**src/rtl/biset_regfile_if.sv**
```systemverilog
`default_nettype none
// ============================================================================
//  Module      : biset_regfile_if
//  Description : BiSet set-bus bundle between an initiator and a responder.
//                setCtrl_i = {valid, write, addr}; all-zero is idle.
//                setWrite_i carries write data, setReply_o carries read data.
//  Ports       : setCtrl_i  [AW+1:0]  command from initiator
//                setWrite_i [DW-1:0]  write data from initiator
//                setReply_o [DW-1:0]  read data from responder
//  Revision    : 1.0  initial release
// ============================================================================
interface biset_regfile_if #(
   parameter int DW = 32,
   parameter int AW = 8
);
   logic [AW+1:0] setCtrl_i;
   logic [DW-1:0] setWrite_i;
   logic [DW-1:0] setReply_o;

   modport master (output setCtrl_i, output setWrite_i, input  setReply_o);
   modport slave  (input  setCtrl_i, input  setWrite_i, output setReply_o);
endinterface
`default_nettype wire

```
**src/rtl/biset_regfile.sv**
```systemverilog
`default_nettype none
// ============================================================================
//  Module      : biset_regfile
//  Description : BiSet responder holding NREGS data-width registers. Bus
//                reads return data one edge after the command; bus writes
//                update the register and pulse a write strobe. Each register
//                also has a hardware update port (bus write wins on
//                collision). Out-of-range accesses bump a saturating counter.
//                Optional feature macro: BISET_REGFILE_LOCK_EN -- bit 0 of
//                register NREGS-1 becomes a sticky write lock for addresses
//                0..NREGS-2 (cleared only by reset).
//  Ports       : clk_i       clock, rising edge
//                rst_ni      asynchronous active-low reset
//                bus         BiSet slave modport (setCtrl_i/setWrite_i/setReply_o)
//                regs_o      current register contents
//                hwWe_i      per-register hardware update enable
//                hwData_i    per-register hardware update value
//                wrStrobe_o  one-cycle pulse after an accepted bus write
//                rdStrobe_o  one-cycle pulse after a bus read
//                errCount_o  saturating count of rejected accesses
//  Revision    : 1.0  initial release
// ============================================================================
module biset_regfile #(
   parameter int NREGS = 8,
   parameter int ERRW  = 8,
   parameter int DW    = 32,
   parameter int AW    = 8
) (
   input  wire logic             clk_i,
   input  wire logic             rst_ni,
   biset_regfile_if.slave        bus,
   output logic [DW-1:0]         regs_o     [NREGS],
   input  wire logic [NREGS-1:0] hwWe_i,
   input  wire logic [DW-1:0]    hwData_i   [NREGS],
   output logic [NREGS-1:0]      wrStrobe_o,
   output logic [NREGS-1:0]      rdStrobe_o,
   output logic [ERRW-1:0]       errCount_o
);

   localparam logic [AW-1:0] c_last_addr = AW'(NREGS - 1);

   logic [DW-1:0]    r_regs [NREGS];
   logic [DW-1:0]    w_next [NREGS];
   logic [DW-1:0]    r_reply;
   logic [NREGS-1:0] r_wr_strobe;
   logic [NREGS-1:0] r_rd_strobe;
   logic [ERRW-1:0]  r_err;

   logic             w_valid;
   logic             w_write;
   logic [AW-1:0]    w_addr;
   logic             w_in_range;
   logic             w_locked;
   logic             w_bus_wr;
   logic             w_bus_rd;
   logic             w_err;
   logic [NREGS-1:0] w_wr_sel;
   logic [NREGS-1:0] w_rd_sel;
   logic [DW-1:0]    w_rd_data;

   assign w_valid    = bus.setCtrl_i[AW+1];
   assign w_write    = bus.setCtrl_i[AW];
   assign w_addr     = bus.setCtrl_i[AW-1:0];
   assign w_in_range = (w_addr <= c_last_addr);

`ifdef BISET_REGFILE_LOCK_EN
   assign w_locked = r_regs[NREGS-1][0];
`else
   assign w_locked = 1'b0;
`endif

   // The lock register itself stays writable so further bits can be set.
   assign w_bus_wr = w_valid & w_write & w_in_range &
                     ~(w_locked & (w_addr != c_last_addr));
   assign w_bus_rd = w_valid & ~w_write & w_in_range;
   // Any valid command that is neither an accepted write nor a read was rejected.
   assign w_err    = w_valid & ~w_bus_wr & ~w_bus_rd;

   for (genvar i = 0; i < NREGS; i++) begin : g_decode
      assign w_wr_sel[i] = w_bus_wr & (w_addr == AW'(i));
      assign w_rd_sel[i] = w_bus_rd & (w_addr == AW'(i));
      assign regs_o[i]   = r_regs[i];
   end

   // Read mux over pre-edge register values; out of range yields zero.
   always_comb begin
      w_rd_data = '0;
      for (int i = 0; i < NREGS; i++) begin
         if (w_addr == AW'(i)) begin
            w_rd_data = r_regs[i];
         end
      end
   end

   // Next register values: bus write overrides hardware update.
   always_comb begin
      for (int i = 0; i < NREGS; i++) begin
         w_next[i] = r_regs[i];
         if (w_wr_sel[i]) begin
            w_next[i] = bus.setWrite_i;
         end else if (hwWe_i[i]) begin
            w_next[i] = hwData_i[i];
         end
      end
`ifdef BISET_REGFILE_LOCK_EN
      // Lock bit is sticky against every source until reset.
      w_next[NREGS-1][0] = w_next[NREGS-1][0] | r_regs[NREGS-1][0];
`endif
   end

   always_ff @(posedge clk_i or negedge rst_ni) begin
      if (!rst_ni) begin
         for (int i = 0; i < NREGS; i++) begin
            r_regs[i] <= '0;
         end
         r_reply     <= '0;
         r_wr_strobe <= '0;
         r_rd_strobe <= '0;
         r_err       <= '0;
      end else begin
         for (int i = 0; i < NREGS; i++) begin
            r_regs[i] <= w_next[i];
         end
         r_wr_strobe <= w_wr_sel;
         r_rd_strobe <= w_rd_sel;
         // Only reads touch the reply; out-of-range reads load zero.
         if (w_valid && !w_write) begin
            r_reply <= w_in_range ? w_rd_data : '0;
         end
         if (w_err && (r_err != {ERRW{1'b1}})) begin
            r_err <= r_err + 1'b1;
         end
      end
   end

   assign bus.setReply_o = r_reply;
   assign wrStrobe_o     = r_wr_strobe;
   assign rdStrobe_o     = r_rd_strobe;
   assign errCount_o     = r_err;

endmodule
`default_nettype wire

```
**src/flat_wrapper.sv**
```systemverilog
// flat-port wrapper written by rule: the top's interface ports become plain ports
module biset_regfile_flat 
#(
   parameter int NREGS = 8,
   parameter int ERRW  = 8,
   parameter int DW    = 32,
   parameter int AW    = 8
)
  (clk_i, rst_ni, regs_o, hwWe_i, hwData_i, wrStrobe_o, rdStrobe_o, errCount_o, bus_setCtrl_i, bus_setWrite_i, bus_setReply_o);
  biset_regfile_if #(.DW(DW), .AW(AW)) bus_i ();
  input  wire logic clk_i;
  input  wire logic rst_ni;
  output logic [DW-1:0] regs_o[NREGS];
  input  wire logic [NREGS-1:0] hwWe_i;
  input  wire logic [DW-1:0] hwData_i[NREGS];
  output logic [NREGS-1:0] wrStrobe_o;
  output logic [NREGS-1:0] rdStrobe_o;
  output logic [ERRW-1:0] errCount_o;
  input wire logic [$bits(bus_i.setCtrl_i)-1:0] bus_setCtrl_i;
  input wire logic [$bits(bus_i.setWrite_i)-1:0] bus_setWrite_i;
  output wire logic [$bits(bus_i.setReply_o)-1:0] bus_setReply_o;
  assign bus_i.setCtrl_i = bus_setCtrl_i;
  assign bus_i.setWrite_i = bus_setWrite_i;
  assign bus_setReply_o = bus_i.setReply_o;
  biset_regfile #(.NREGS(NREGS), .ERRW(ERRW), .DW(DW), .AW(AW)) u_core (.clk_i(clk_i), .rst_ni(rst_ni), .bus(bus_i), .regs_o(regs_o), .hwWe_i(hwWe_i), .hwData_i(hwData_i), .wrStrobe_o(wrStrobe_o), .rdStrobe_o(rdStrobe_o), .errCount_o(errCount_o));
endmodule
```
**config.mk**
```make
export PLATFORM = sky130hd
export DESIGN_NAME = biset_regfile_flat
export DESIGN_NICKNAME = d
export VERILOG_FILES = /design/src/rtl/biset_regfile_if.sv /design/src/rtl/biset_regfile.sv /design/src/flat_wrapper.sv
export SDC_FILE = /design/constraint.sdc
export NUM_CORES = 1
export LEC_CHECK = 0
export ABC_AREA = 1
export CORE_AREA = 3 3 237 239
export DETAILED_ROUTE_END_ITERATION = 8
export DIE_AREA = 0 0 240 242
export PLACE_DENSITY_LB_ADDON = 0.2
export SLEW_MARGIN = 15
export SYNTH_ARGS = -nofsm -noshare
export SYNTH_HDL_FRONTEND = slang
export SYNTH_SLANG_ARGS = --single-unit
```
**constraint.sdc**
```tcl
create_clock -name clk_i -period 3.35 [get_ports clk_i]
set_clock_uncertainty 0.1 [all_clocks]
set_input_delay 0.5025 -clock clk_i [delete_from_list [all_inputs] [get_ports clk_i]]
set_output_delay 0.5025 -clock clk_i [all_outputs]
set_load 0.02 [all_outputs]
```
==> results.yml, run 1 <==
logic_synthesis:
  ys_top_cells_by_count: "391 x nand2_1, 350 x nand3_1, 312 x dfrtp_1"
  synth_area_um2: 16200
  ys_ff_latch: 312
  yosys_warnings: 0
  synthMuxAreaShare_pct: 0.0697
  synth_top_family_by_area: "simple AND/OR/NAND/NOR gates"
  synth-async-reset-ratio_pct: 100
  ys_top_cells_by_area: "dfrtp_1 48%, nand3_1 11%, nand2_1 9.1%, o21ai_0 5.1%, inv_1 4.9%"
  synth_fa_ha_area_share_pct: 0.0774
  synth.top_cell.area_share_pct: 48.3
  synthCells: 2099
  synth_nets: 2408
  synth_enable_flop_cells: 0
  yosysMostFrequentCell: "nand2_1"
  synth_xor_area_share_pct: 0.379
  yosysSeqAreaShare_pct: 48.3
  synth_top_area_cell: "dfrtp_1"
  yosys.area_share.simple_pct: 25.5
  synth-compound-area-share_pct: 16.6
  synth.distinct_cells: 34
  synthFlopType: "dfrtp_1"
  avgSynthCellArea_um2: 7.70
floorplan:
  die_w_um: 240
  die_h_um: 242
  dieArea_um2: 58100
  rows: 85
  core-area_um2: 54000
  io_pins: 620
  start_util_pct: 29.9
worst_setup_path:
  required_ps: 3690
  cp-startpoint: "bus_setCtrl_i[0]"
  cp.arrival_ps: 3060
  reg2reg_from: "u_core.errCount_o[0]$_DFFE_PN0P_"
  critPathKind: "input pin to flip-flop"
  path_max_fanout: 24
  cp-start-kind: "input pin"
  worst_setup_path_end_kind: "flip-flop"
cts:
  cts_tree: "done"
  cts_buffers: 39
  cts_max_level: 2
  cts_setup_buffers: 0
  cts_resized: 0
  cts_hold_buf: 1
  clock_sinks: 312
  clock_latency_ps: 570
  clock_path_buffers: 3
  cts_root_buf: "clkbuf_16"
  clkTransAtPathRegs_ps: 60
placement:
  pre_cts_slack_ps: 110
  place_hpwl_um: 76800
  port_buffers: 619
  place_area_um2: 23400
  place_inst: 3343
  globalplace.congestion: 0.947
global_routing:
  grt_max_degree: 73
  grt_pass1_wl_um: 140000
  grt-ovfl-total: 0
  grt_usage_pct: 33.5
  first_global_vias: 18620
  antenna_found_initial: 17
power_and_ir_drop:
  leakagePower_nw: 11.4
  total_power_mw: 11.2
  p_per_area_nw_per_um2: 453
  ir_worst_vdd_v: 0.000276
outcome:
  status: "complete, no violations"
cells_and_area:
  stdcell_count: 3428
  areaGrowthSynthToFinish_pct: 52.7
  fin_util_pct: 45.7
  final_area_um2: 24700
  drive_gt1_share_pct: 6.84
  nNetsFinal: 2998
route:
  drc: 0
  num_vias: 19020
  post_drt_via_cell_ratio: 5.55
  wirelength_um: 99700
  drtPass1Iterations: 6
  first_iter_violations: 2077
  wl_per_cell_um: 29.1
  postRouteAntennaNets: 0
timing:
  clock.fmax_mhz: 368
  finalWorstSetupSlack_ps: 632
  slew_headroom_pct: 20.9
  layout_min_cycle_time_ps: 2720
  drv_slew: 0
  finalSetupTns_ps: 0
  setup_violations: 0
  rsz0062_at_grt: "false"
  finalCritPeriodShare_pct: 81.1
  hold_slack_ps: 246
  tightest_slew_ps: 1180
  hold_viol_final: 0
hold_path:
  hp-start: "hwWe_i[5]"
  hold_class: "input pin to flip-flop"
run:
  drv_cap: 0
==> critical path, cell delays in order <==
cell,delay [ps]
clkdlybuf4s50_1,560
inv_2,100
nand2_1,160
nor2_1,100
nand2_2,170
inv_2,270
nand2_1,230
nand3_1,150
a21oi_1,420
nand4_1,230
nand2_1,110
nand2_1,50
==> final cells by class <==
| cell class | count | area, um^2 |
|---|---|---|
| Sequential cell | 312 | 7810 |
| Clock inverter | 16 | 129 |
| Timing Repair Buffer | 700 | 6940 |
| Antenna cell | 14 | 35.0 |
| Fill cell | 5437 | 29300 |
| Tap cell | 696 | 871 |
| Multi-Input combinational cell | 1409 | 6930 |
| Clock buffer | 54 | 1130 |
| Inverter | 227 | 852 |
==> state kept, by name, summed over array words and instances (netlist names) <==
register               cells
u_core.errCount_o          8
u_core.bus.setReply_o     32
u_core.wrStrobe_o          8
u_core.rdStrobe_o          8
u_core.regs_o            256
==> worst paths after layout <==
| check | to | slack [ps] | depth (start not counted) |
|---|---|---|---|
| setup / recovery | u_core.bus.setReply_o[5]$_DFFE_PN0P_ | 630 | 12 |
| hold / removal | u_core.regs_o[77]$_DFFE_PN0P_ | 250 | 5 |
| setup reg to reg | u_core.errCount_o[7]$_DFFE_PN0P_ | 1330 | 8 |
| hold reg to reg | u_core.bus.setReply_o[0]$_DFFE_PN0P_ | 380 | 2 |
| max in group asynchronous | u_core.regs_o[227]$_DFFE_PN0P_ | 1820 | 3 |
| min in group asynchronous | u_core.regs_o[216]$_DFFE_PN0P_ | 430 | 2 |
==> cell usage in the layout (no fill, tap or decap), drive strengths merged, types with 3 or more instances in the layout <==
master,count
a21oi,149
a31oi,20
buf,83
clkbuf,54
clkdlybuf4s50,616
clkinv,18
dfrtp,312
diode,14
inv,222
nand2,396
nand3,353
nand3b,3
nand4,30
nor2,133
nor3,8
o211ai,78
o21ai,204
o221ai,15
o22ai,11
xor2,5
==> where the power goes <==
| group | internal [mW] | switching [mW] | total, mW |
|---|---|---|---|
| Clock | 2.45 | 1.79 | 4.24 |
| Sequential | 4.08 | 0.397 | 4.48 |
| Combinational | 1.13 | 1.34 | 2.47 |
==> per-layer routing <==
metal  GRT usage [%]  vias to the layer above  share of wire, %
met4            16.6                        8               5.6
met1            41.9                     9426                39
met3            6.93                      231               8.2
met2            54.7                     1086                47
li1                -                     8269                 -
met5               0                        -             0.063
==> cells by family (layout without fill, tap and decap cells) <==
group	Yosys count	after routing
multiplexers	1	1
AO/OA/AOI/OAI	477	477
AND/OR/NAND/NOR	923	923
flip-flops	312	312
XOR/XNOR	7	7
buffers and inverters	378	997
adder cells (fa/ha/maj)	1	1
other	0	14
Power figures use the tool's default switching activity.
==> inputs of run 2 (changes only) <==
--- a/config.mk
+++ b/config.mk
@@ -6,9 +6,9 @@
 export NUM_CORES = 1
 export LEC_CHECK = 0
 export ABC_AREA = 1
-export CORE_AREA = 3 3 237 239
+export CORE_AREA = 3 3 238 240
 export DETAILED_ROUTE_END_ITERATION = 8
-export DIE_AREA = 0 0 240 242
+export DIE_AREA = 0 0 241 243
 export PLACE_DENSITY_LB_ADDON = 0.2
 export SLEW_MARGIN = 15
 export SYNTH_ARGS = -nofsm -noshare
==> constraint.sdc (replaced) <==
create_clock -name clk_i -period 2.4 [get_ports clk_i]
set_clock_uncertainty 0.1 [all_clocks]
set_input_delay 0.36 -clock clk_i [delete_from_list [all_inputs] [get_ports clk_i]]
set_output_delay 0.36 -clock clk_i [all_outputs]
set_load 0.02 [all_outputs]
==> results.yml, run 2 (same netlist as run 1, synthesis figures left out) <==
outcome:
  status: "complete, no violations"
route:
  drc: 0
  wirelength_um: 102000
  first_iter_violations: 1805
  postRouteAntennaNets: 0
  wl_per_cell_um: 28.9
  drtPass1Iterations: 7
  post_drt_via_cell_ratio: 5.46
  num_vias: 19305
global_routing:
  grt_max_degree: 91
  grt_pass1_wl_um: 143000
  first_global_vias: 19005
  grt_usage_pct: 34.1
  antenna_found_initial: 12
  grt-ovfl-total: 0
power_and_ir_drop:
  p_per_area_nw_per_um2: 623
  leakagePower_nw: 12.0
  ir_worst_vdd_v: 0.000408
worst_setup_path:
  cp-start-kind: "input pin"
  critPathKind: "input pin to flip-flop"
  required_ps: 2760
  path_max_fanout: 7
  worst_setup_path_end_kind: "flip-flop"
  cp.arrival_ps: 2630
placement:
  place_hpwl_um: 80200
  globalplace.congestion: 0.949
  place_inst: 3461
  pre_cts_slack_ps: -470
  place_area_um2: 24500
  port_buffers: 619
cts:
  cts_max_level: 2
  cts_root_buf: "clkbuf_16"
  clock_latency_ps: 570
  clkTransAtPathRegs_ps: 60
  cts_tree: "done"
  clock_path_buffers: 3
  cts_buffers: 39
  clock_sinks: 312
  cts_resized: 0
cells_and_area:
  areaGrowthSynthToFinish_pct: 60.3
  final_common_cell: "clkdlybuf4s50_1"
  drive_gt1_share_pct: 10.2
  final_area_um2: 25900
  layout_common_cells: "616 x clkdlybuf4s50_1, 387 x nand2_1, 350 x nand3_1"
  stdcell_count: 3537
  nNetsFinal: 3108
  largest_reg_flops: 256
  fin_util_pct: 47.2
floorplan:
  io_pins: 620
  core-area_um2: 54900
  start_util_pct: 29.5
  die_h_um: 243
  dieArea_um2: 58600
  rows: 86
  die_w_um: 241
timing:
  finalCritPeriodShare_pct: 94.8
  setup_violations: 0
  slew_headroom_pct: 53.7
  tightest_slew_ps: 693
  hold_viol_final: 0
  layout_min_cycle_time_ps: 2280
  finalWorstSetupSlack_ps: 124
  drv_slew: 0
  hold_slack_ps: 177
  clock.fmax_mhz: 439
  rsz0062_at_grt: "false"
hold_path:
  hold_class: "input pin to flip-flop"
run:
  drv_cap: 0
## run 2: timing repair
action / CTS / global route
endpoints found under the setup margin: 0 / 0
buffers inserted: 0 / 0
hold buffers: 1 / 0
endpoints found under the hold margin: 115 / 0
## run 2: worst max-delay path, stage by stage
cell and delay [ps]:
clkdlybuf4s50_1 490, nor2_2 400, nand2_2 140, buf_4 190, nand3_1 80, o21ai_0 110
o21ai_0 450, buf_4 210, nand4_1 90, nand2_1 70, nand2_1 40
## run 2: metrics by stage
step / power (mW) / setup TNS [ps]
4_1_cts: 16.2 / 0
6_report: 16.1 / 0
5_1_grt: 16.6 / 0
3_3_place_gp: 9.85 / -26050
2_1_floorplan: 7.43 / 0
3_5_place_dp: 9.88 / -32130
## run 2: routing by layer
| metal | vias up | part of all wire [%] | wire length, um | track usage (%) |
|---|---|---|---|---|
| li1 | 8473 | - | - | - |
| met1 | 9512 | 40 | 40500 | 44.1 |
| met2 | 1095 | 46 | 47500 | 54.4 |
| met3 | 219 | 8.5 | 8720 | 6.56 |
| met4 | 6 | 5.5 | 5660 | 17.1 |
| met5 | - | 0.041 | 42 | 0 |
## run 2: path summary, 6_finish.rpt
check                                                           from                                   end  slack, ps  cells past startpoint
worst max-delay path                                bus_setCtrl_i[3]  u_core.bus.setReply_o[8]$_DFFE_PN0P_        120                     11
worst min-delay path                                       hwWe_i[5]         u_core.regs_o[89]$_DFFE_PN0P_        180                      3
worst max register to register      u_core.errCount_o[0]$_DFFE_PN0P_      u_core.errCount_o[5]$_DFFE_PN0P_        560                      8
max in group asynchronous                                     rst_ni  u_core.bus.setReply_o[7]$_DFFE_PN0P_       1090                      3
worst min register to register  u_core.bus.setReply_o[4]$_DFFE_PN0P_  u_core.bus.setReply_o[4]$_DFFE_PN0P_        380                      2
min in group asynchronous                                     rst_ni        u_core.wrStrobe_o[2]$_DFF_PN0_        200                      2
## run 2: cell type report
type	instances	area [um^2]
Clock buffer	63	1210
Antenna cell	6	15.0
Clock inverter	6	130
Sequential cell	312	7810
Tap cell	704	881
Inverter	227	852
Multi-Input combinational cell	1409	6930
Fill cell	5435	29000
Timing Repair Buffer	810	8090
## run 2: power breakdown
group          total, mW  switching [mW]  internal (mW)
clock network       6.31            2.45           3.86
registers           6.27           0.572           5.70
logic               3.55            1.92           1.64
